[config.mk]
export PLATFORM = sky130hd
export DESIGN_NAME = bresenham_stepper_flat
export DESIGN_NICKNAME = d
export VERILOG_FILES = /design/src/rtl/bresenham_stepper_if.sv /design/src/rtl/bresenham_stepper.sv /design/src/flat_wrapper.sv
export SDC_FILE = /design/constraint.sdc
export NUM_CORES = 1
export LEC_CHECK = 0
export CORE_MARGIN = 10
export CORE_UTILIZATION = 54
export DETAILED_ROUTE_END_ITERATION = 8
export PLACE_DENSITY = 0.8
export SYNTH_ARGS = -nofsm -noshare
export SYNTH_HDL_FRONTEND = slang
export SYNTH_SLANG_ARGS = --single-unit
[constraint.sdc]
create_clock -name clk -period 5 [get_ports clk]
set_clock_uncertainty 0.05 [all_clocks]
set_input_delay 1.5 -clock clk [delete_from_list [all_inputs] [get_ports clk]]
set_output_delay 1.5 -clock clk [all_outputs]
set_load 0.005 [all_outputs]
[src/rtl/bresenham_stepper_if.sv]
// Line-parameter load handshake and pixel output stream for bresenham_stepper.
interface bresenham_stepper_if #(
  parameter int unsigned WIDTH = 10
);
  logic             start;
  logic             in_ready;
  logic [WIDTH-1:0] x0;
  logic [WIDTH-1:0] x1;
  logic [WIDTH-1:0] y0;
  logic [WIDTH-1:0] deltax;
  logic [WIDTH-1:0] deltay;
  logic [WIDTH-1:0] ystep;
  logic             steep;
  logic [WIDTH-1:0] pixel_x;
  logic [WIDTH-1:0] pixel_y;
  logic             pixel_valid;
  logic             pixel_ready;
  logic             busy;
  logic             done;

  modport master (
    output start, x0, x1, y0, deltax, deltay, ystep, steep, pixel_ready,
    input  in_ready, pixel_x, pixel_y, pixel_valid, busy, done
  );

  modport slave (
    input  start, x0, x1, y0, deltax, deltay, ystep, steep, pixel_ready,
    output in_ready, pixel_x, pixel_y, pixel_valid, busy, done
  );
endinterface

[src/rtl/bresenham_stepper.sv]
// Sequential Bresenham iterator: loads one precomputed line, streams one pixel per
// accepted handshake, then pulses done.
module bresenham_stepper #(
  parameter int unsigned WIDTH = 10
) (
  input logic               clk,
  input logic               rst,
  bresenham_stepper_if.slave bus
);
  localparam int unsigned EW = WIDTH + 1;

  localparam logic [1:0] IDLE = 2'd0;
  localparam logic [1:0] RUN  = 2'd1;
  localparam logic [1:0] DONE = 2'd2;

  logic [1:0]          state, state_n;
  logic [WIDTH-1:0]    x, x_n, y, y_n, x_end, x_end_n;
  logic [WIDTH-1:0]    dx, dx_n, dy, dy_n, ys, ys_n;
  logic                steep_r, steep_n;
  logic signed [EW-1:0] err, err_n, t;

  logic             in_ready_q, busy_q, valid_q, done_q;
  logic [WIDTH-1:0] px_q, py_q;
  logic [WIDTH-1:0] px_n, py_n;

  // Next-state and next-output logic; outputs are registered from next values so
  // they track the state register cycle-for-cycle.
  always_comb begin
    state_n = state;
    x_n     = x;
    y_n     = y;
    x_end_n = x_end;
    dx_n    = dx;
    dy_n    = dy;
    ys_n    = ys;
    steep_n = steep_r;
    err_n   = err;
    t       = err - $signed({1'b0, dy});

    unique case (state)
      IDLE: begin
        if (bus.start) begin
          x_n     = bus.x0;
          x_end_n = bus.x1;
          y_n     = bus.y0;
          dx_n    = bus.deltax;
          dy_n    = bus.deltay;
          ys_n    = bus.ystep;
          steep_n = bus.steep;
          err_n   = $signed({1'b0, bus.deltax >> 1});
          state_n = RUN;
        end
      end
      RUN: begin
        if (bus.pixel_ready) begin
          if (x == x_end) begin
            state_n = DONE;
          end else begin
            x_n = x + WIDTH'(1);
            if (t[EW-1]) begin
              y_n   = y + ys;
              err_n = t + $signed({1'b0, dx});
            end else begin
              err_n = t;
            end
          end
        end
      end
      DONE:    state_n = IDLE;
      default: state_n = IDLE;
    endcase

    px_n = steep_n ? y_n : x_n;
    py_n = steep_n ? x_n : y_n;
  end

  always_ff @(posedge clk or posedge rst) begin
    if (rst) begin
      state      <= IDLE;
      x          <= '0;
      y          <= '0;
      x_end      <= '0;
      dx         <= '0;
      dy         <= '0;
      ys         <= '0;
      steep_r    <= 1'b0;
      err        <= '0;
      in_ready_q <= 1'b1;
      busy_q     <= 1'b0;
      valid_q    <= 1'b0;
      done_q     <= 1'b0;
      px_q       <= '0;
      py_q       <= '0;
    end else begin
      state      <= state_n;
      x          <= x_n;
      y          <= y_n;
      x_end      <= x_end_n;
      dx         <= dx_n;
      dy         <= dy_n;
      ys         <= ys_n;
      steep_r    <= steep_n;
      err        <= err_n;
      in_ready_q <= (state_n == IDLE);
      busy_q     <= (state_n != IDLE);
      valid_q    <= (state_n == RUN);
      done_q     <= (state_n == DONE);
      px_q       <= px_n;
      py_q       <= py_n;
    end
  end

  assign bus.in_ready    = in_ready_q;
  assign bus.busy        = busy_q;
  assign bus.pixel_valid = valid_q;
  assign bus.done        = done_q;
  assign bus.pixel_x     = px_q;
  assign bus.pixel_y     = py_q;
endmodule

[src/flat_wrapper.sv]
// flat-port wrapper written by rule: the top's interface ports become plain ports
module bresenham_stepper_flat 
#(
  parameter int unsigned WIDTH = 10
)
  (clk, rst, bus_start, bus_x0, bus_x1, bus_y0, bus_deltax, bus_deltay, bus_ystep, bus_steep, bus_pixel_ready, bus_in_ready, bus_pixel_x, bus_pixel_y, bus_pixel_valid, bus_busy, bus_done);
  bresenham_stepper_if #(.WIDTH(WIDTH)) bus_i ();
  input logic clk;
  input logic rst;
  input wire logic [$bits(bus_i.start)-1:0] bus_start;
  input wire logic [$bits(bus_i.x0)-1:0] bus_x0;
  input wire logic [$bits(bus_i.x1)-1:0] bus_x1;
  input wire logic [$bits(bus_i.y0)-1:0] bus_y0;
  input wire logic [$bits(bus_i.deltax)-1:0] bus_deltax;
  input wire logic [$bits(bus_i.deltay)-1:0] bus_deltay;
  input wire logic [$bits(bus_i.ystep)-1:0] bus_ystep;
  input wire logic [$bits(bus_i.steep)-1:0] bus_steep;
  input wire logic [$bits(bus_i.pixel_ready)-1:0] bus_pixel_ready;
  output wire logic [$bits(bus_i.in_ready)-1:0] bus_in_ready;
  output wire logic [$bits(bus_i.pixel_x)-1:0] bus_pixel_x;
  output wire logic [$bits(bus_i.pixel_y)-1:0] bus_pixel_y;
  output wire logic [$bits(bus_i.pixel_valid)-1:0] bus_pixel_valid;
  output wire logic [$bits(bus_i.busy)-1:0] bus_busy;
  output wire logic [$bits(bus_i.done)-1:0] bus_done;
  assign bus_i.start = bus_start;
  assign bus_i.x0 = bus_x0;
  assign bus_i.x1 = bus_x1;
  assign bus_i.y0 = bus_y0;
  assign bus_i.deltax = bus_deltax;
  assign bus_i.deltay = bus_deltay;
  assign bus_i.ystep = bus_ystep;
  assign bus_i.steep = bus_steep;
  assign bus_i.pixel_ready = bus_pixel_ready;
  assign bus_in_ready = bus_i.in_ready;
  assign bus_pixel_x = bus_i.pixel_x;
  assign bus_pixel_y = bus_i.pixel_y;
  assign bus_pixel_valid = bus_i.pixel_valid;
  assign bus_busy = bus_i.busy;
  assign bus_done = bus_i.done;
  bresenham_stepper #(.WIDTH(WIDTH)) u_core (.clk(clk), .rst(rst), .bus(bus_i));
endmodule
# Word-level counts from Yosys, hierarchy flattened
# Index checks and enable logic that the tools add are counted.
# Widths: inputs -> output; s select.
# classes
add_sub_neg	4
n_eq_ne	7
muxes	22
reduce_logical	6
# ops
cell	count
$mux 10	9
$mux 11	4
$pmux 10 s2	2
$pmux 11 s2	1
$add 11x11->11	1
$sub 11x11->11	1
$add 10x1->10 const B	1
$add 10x10->10	1
$eq 10x10->1	1
$mux 2	3
$ne 2x2->1 const B	3
$eq 2x1->1 const B	2
$logic_not 2->1	2
$pmux 2 s2	1
$reduce_and 4->1	1
$reduce_bool 2->1	2
$eq 2x2->1 const B	1
$mux 1	2
$reduce_and 2->1	1
# word_totals
ff_bits	98
in_bits	65
word_cells	54

# Longest topological paths before layout
# depth
ltp_word	6
depth_mapped	15

# Least setup slack after synthesis
# OpenSTA, ideal clock, no wires.
# synth_path
kind	reg-to-reg
start	register u_core.err[0]
end	register u_core.err[9]
arrival_time_ps	3164
required_ps	4826
setup_slack_ps	1662
path_stages_with_launch	15
n_path_buf	0
period_less_slack_ps	3338
path_cell_list	dfrtp_1 inv_1 ha_1 inv_1 fa_1 a21o_1 a21oi_1 xnor2_1 ha_1 o21a_1 a2111oi_0 nor2_1 a41o_1 o21a_1 a211o_1
# synth_via
elab_chain_cells	6
# synth_lines
element	line	text
start: declaration	bresenham_stepper.sv:20	logic signed [EW-1:0] err, err_n, t;
start signal: assignment	bresenham_stepper.sv:103	err <= err_n;
$sub 11x11->11 *	bresenham_stepper.sv:38	t = err - $signed({1'b0, dy});
$add 11x11->11	bresenham_stepper.sv:62	err_n = t + $signed({1'b0, dx});
$mux 11 *	bresenham_stepper.sv:60	if (t[EW-1]) begin
$mux 11 *	bresenham_stepper.sv:56	if (x == x_end) begin
$mux 11 *	bresenham_stepper.sv:55	if (bus.pixel_ready) begin
$pmux 11 s2 *	bresenham_stepper.sv:40	unique case (state)
# Every way passes the cells marked *; elsewhere a longest branch is shown, timed or not. The select of a mux whose other input is x is not followed.
# A chain may end at the register's enable or synchronous reset.

# Final worst setup path
# Ends and elaborated chain as after synthesis.

==> flow_metrics.tcl <==
set metrics [dict create \
    status "completed" \
    whs_path_depth 2 \
    dieArea_mm2 0.0149 \
    synth_flop_cell "dfrtp_1" \
    dp_hpwl_mm 11.0 \
    syn-cell-area_mm2 0.00563 \
    synth_top_area_share_pct 43.1 \
    cts_sinks 98 \
    yosysTopAreaCell "dfrtp_1" \
    post_drt_wl_per_cell_um 17.5 \
    cts_setup_buffers 0 \
    synth_edf_count 0 \
    cp_max_fo 3 \
    start_util_pct 55.0 \
    min_path_type "register to register" \
    synth_cells 611 \
    layout-drive-gt1-share_pct 5.85 \
    core_mm2 0.0102 \
    hold_end "u_core.dx[4]" \
    grt_pass1_wl_mm 23.8 \
    r2r_setup_slack_ps 1050 \
    avgSynthCellArea_um2 9.21 \
    io_pins 89 \
    drv_cap 0 \
    grt_pass1_vias 4860 \
    finalSetupViolCount 0 \
    clk_latency_ps 380 \
    die_w_um 122 \
    cts_buffers 9 \
    viasPerCell 5.78 \
    vias 4836 \
    grt-ovfl-total 0 \
    ant_nets 0 \
    rows 37 \
    finalCriticalPeriod_ps 3950 \
    critPathKind "register to register" \
    fp.dieH_um 122 \
    finalInstanceArea_mm2 0.00683 \
    post_cts_resized 0 \
    routed_wirelength_mm 14.7 \
    worstMarginPinSlew_ps 864 \
    gp_congestion 0.906 \
    grt_use_total_pct 19.8 \
    r2r_end "u_core.err[9]" \
    powerDensity_mw_per_mm2 864 \
    ys_warn_count 0 \
    synth_commonest_cells "124 x nand2_1, 97 x dfrtp_1, 52 x inv_1" \
    synth_nets 709 \
    antenna_found_initial 0 \
    setup_total_negative_slack_ps 0 \
    yosys-top-cells-area "dfrtp_1 43%, nand2_1 8.3%, ha_1 6.7%" \
    end_kind "register" \
    dr.pass1.iters 5 \
    yosys_register_bits 98 \
    clock.fmax_ghz 0.253 \
    dpl_cell_area_mm2 0.00666 \
    leakage_nw 3.16 \
    min_from "u_core.dx[4]" \
    antenna_cells 0 \
    synth_cell_type_count 71 \
    timing.final.crit_share_pct 79.1 \
    cts.hold.buffers_added 0 \
    final_nets 794 \
    setup.worst_path.start_class "register" \
    yosysSeqAreaShare_pct 43.6 \
    cts_tree "yes" \
    port_buffers 88 \
    r2r-start "u_core.err[0]" \
    rsz0062_at_grt "no" \
    cts_max_level 3 \
    r2r_cells 14 \
    drv_slew 0 \
    grt_start_max_net_pins 55 \
    synthArstFlopShare_pct 100 \
    cp.arrival_ps 4170 \
    ir_drop_mv 0.511 \
    yosysMostFrequentCell "nand2_1" \
    clkTransAtPathRegs_ps 100 \
    max_slew_margin_pct 40.9 \
    drc 0 \
    hold_viol 0 \
    drtIter0Drc 451 \
    cp.required_ps 5210 \
    cts_buffer_depth 2 \
    area_growth_pct 21.5 \
    clockRootBuffer "clkbuf_8" \
]
-- metrics by stage --
step | setup WS [ps] | total power [W] | std cells | util (%) | hold WS, ps
final | 1050 | 0.00590 | 837 | 66.8 | 444
after global routing | 853 | 0.00641 | 837 | 66.8 | 468
after CTS | 1080 | 0.00588 | 837 | 66.8 | 448
after detailed placement | 1000 | 0.00538 | 821 | 65.1 | 423
after global placement | 1110 | 0.00521 | 821 | 65.1 | 412
after floorplan | 890 | 0.00441 | 611 | - | 399
-- routing by layer --
layer / GRT usage (%) / wire length [um] / vias to the layer above
met5: 0 / 0 / -
met4: 8.62 / 329 / 0
met3: 5.09 / 1270 / 44
met2: 31.3 / 7010 / 238
met1: 25.2 / 6070 / 2277
li1: - / - / 2277
-- report_power, final --
group	leakage [nW]	internal (W)	switching, W	total, W
clock	0.0877	0.000187	0.000295	0.000482
combinational	1.91	0.00184	0.00215	0.00398
sequential	1.16	0.00118	0.000255	0.00143
total	3.16	0.00320	0.00270	0.00590
-- cells by family (layout without fill, tap and decap cells) --
group / after synthesis / after routing / synth area share [%]
and+or+nand+nor: 214 / 214 / 17.0
AOI/OAI and AO/OA: 136 / 136 / 17.1
muxes: 25 / 25 / 4.54
adders and majority gates: 33 / 33 / 7.74
buffers and inverters: 74 / 164 / 5.16
DFF: 98 / 98 / 43.6
xor gates and xnor gates: 31 / 31 / 4.83
-- cell type report --
cell class                      instances  area (um^2)
Inverter                               53          200
Clock buffer                           10          128
Fill cell                             807         3400
Timing Repair Buffer                   95          946
Tap cell                              136          170
Clock inverter                          6         47.5
Sequential cell                        98         2450
Multi-Input combinational cell        439         2890
-- registers in the layout (all words and copies together) (netlist names) --
| name | cells |
|---|---|
| u_core.err | 11 |
| u_core.bus.pixel_x | 10 |
| u_core.bus.pixel_y | 10 |
| u_core.dx | 10 |
| u_core.dy | 10 |
| u_core.x | 10 |
| u_core.x_end | 10 |
| u_core.y | 10 |
| u_core.ys | 10 |
| u_core.state | 2 |
| u_core.bus.busy | 1 |
| u_core.bus.done | 1 |
| u_core.bus.in_ready | 1 |
| u_core.bus.pixel_valid | 1 |
| u_core.steep_r | 1 |
-- placed cells by master, fill, tap and decap left out, drive strengths merged, types with 3 or more instances in the layout --
cell type	instances
a31oi	5
nor4b	3
fa	3
o21ai	33
o32ai	3
a21o	6
a222oi	4
nor2	44
nor3	5
o21a	6
clkdlybuf4s50	88
or3	3
clkbuf	10
a21oi	24
mux2i	21
clkinv	4
inv	54
nand2	124
nor4	4
ha	30
xor2	16
a211oi	7
a311o	4
dfrtp	97
xnor2	15
nand3	7
and2	4
o22ai	5
o211ai	6
buf	7
a311oi	3
a221oi	3
and3	4
mux2	4
nor2b	8
o21bai	3
o221ai	3
-- worst max path at each step --
stage / startpoint / to / slack [ps]
6_report: u_core.err[0] / u_core.err[9] / 1050
5_1_grt: u_core.err[0] / u_core.err[9] / 850
4_1_cts: u_core.err[0] / u_core.err[9] / 1080
3_5_place_dp: bus_start / u_core.err[9] / 1000
3_3_place_gp: bus_start / u_core.err[9] / 1110
2_1_floorplan: rst / u_core.bus.busy / 890
-- critical path: stages (launching register included) --
cell       delay, ps
dfrtp_1          390
inv_1             60
ha_1             160
inv_1             60
fa_1             420
a21o_1           180
a21oi_1          170
xnor2_1          180
ha_1             310
o21a_1           140
a2111oi_0        800
nor2_1           180
a41o_1           290
o21a_1           190
a211o_1          270
(Power assumes the default switching activity.)
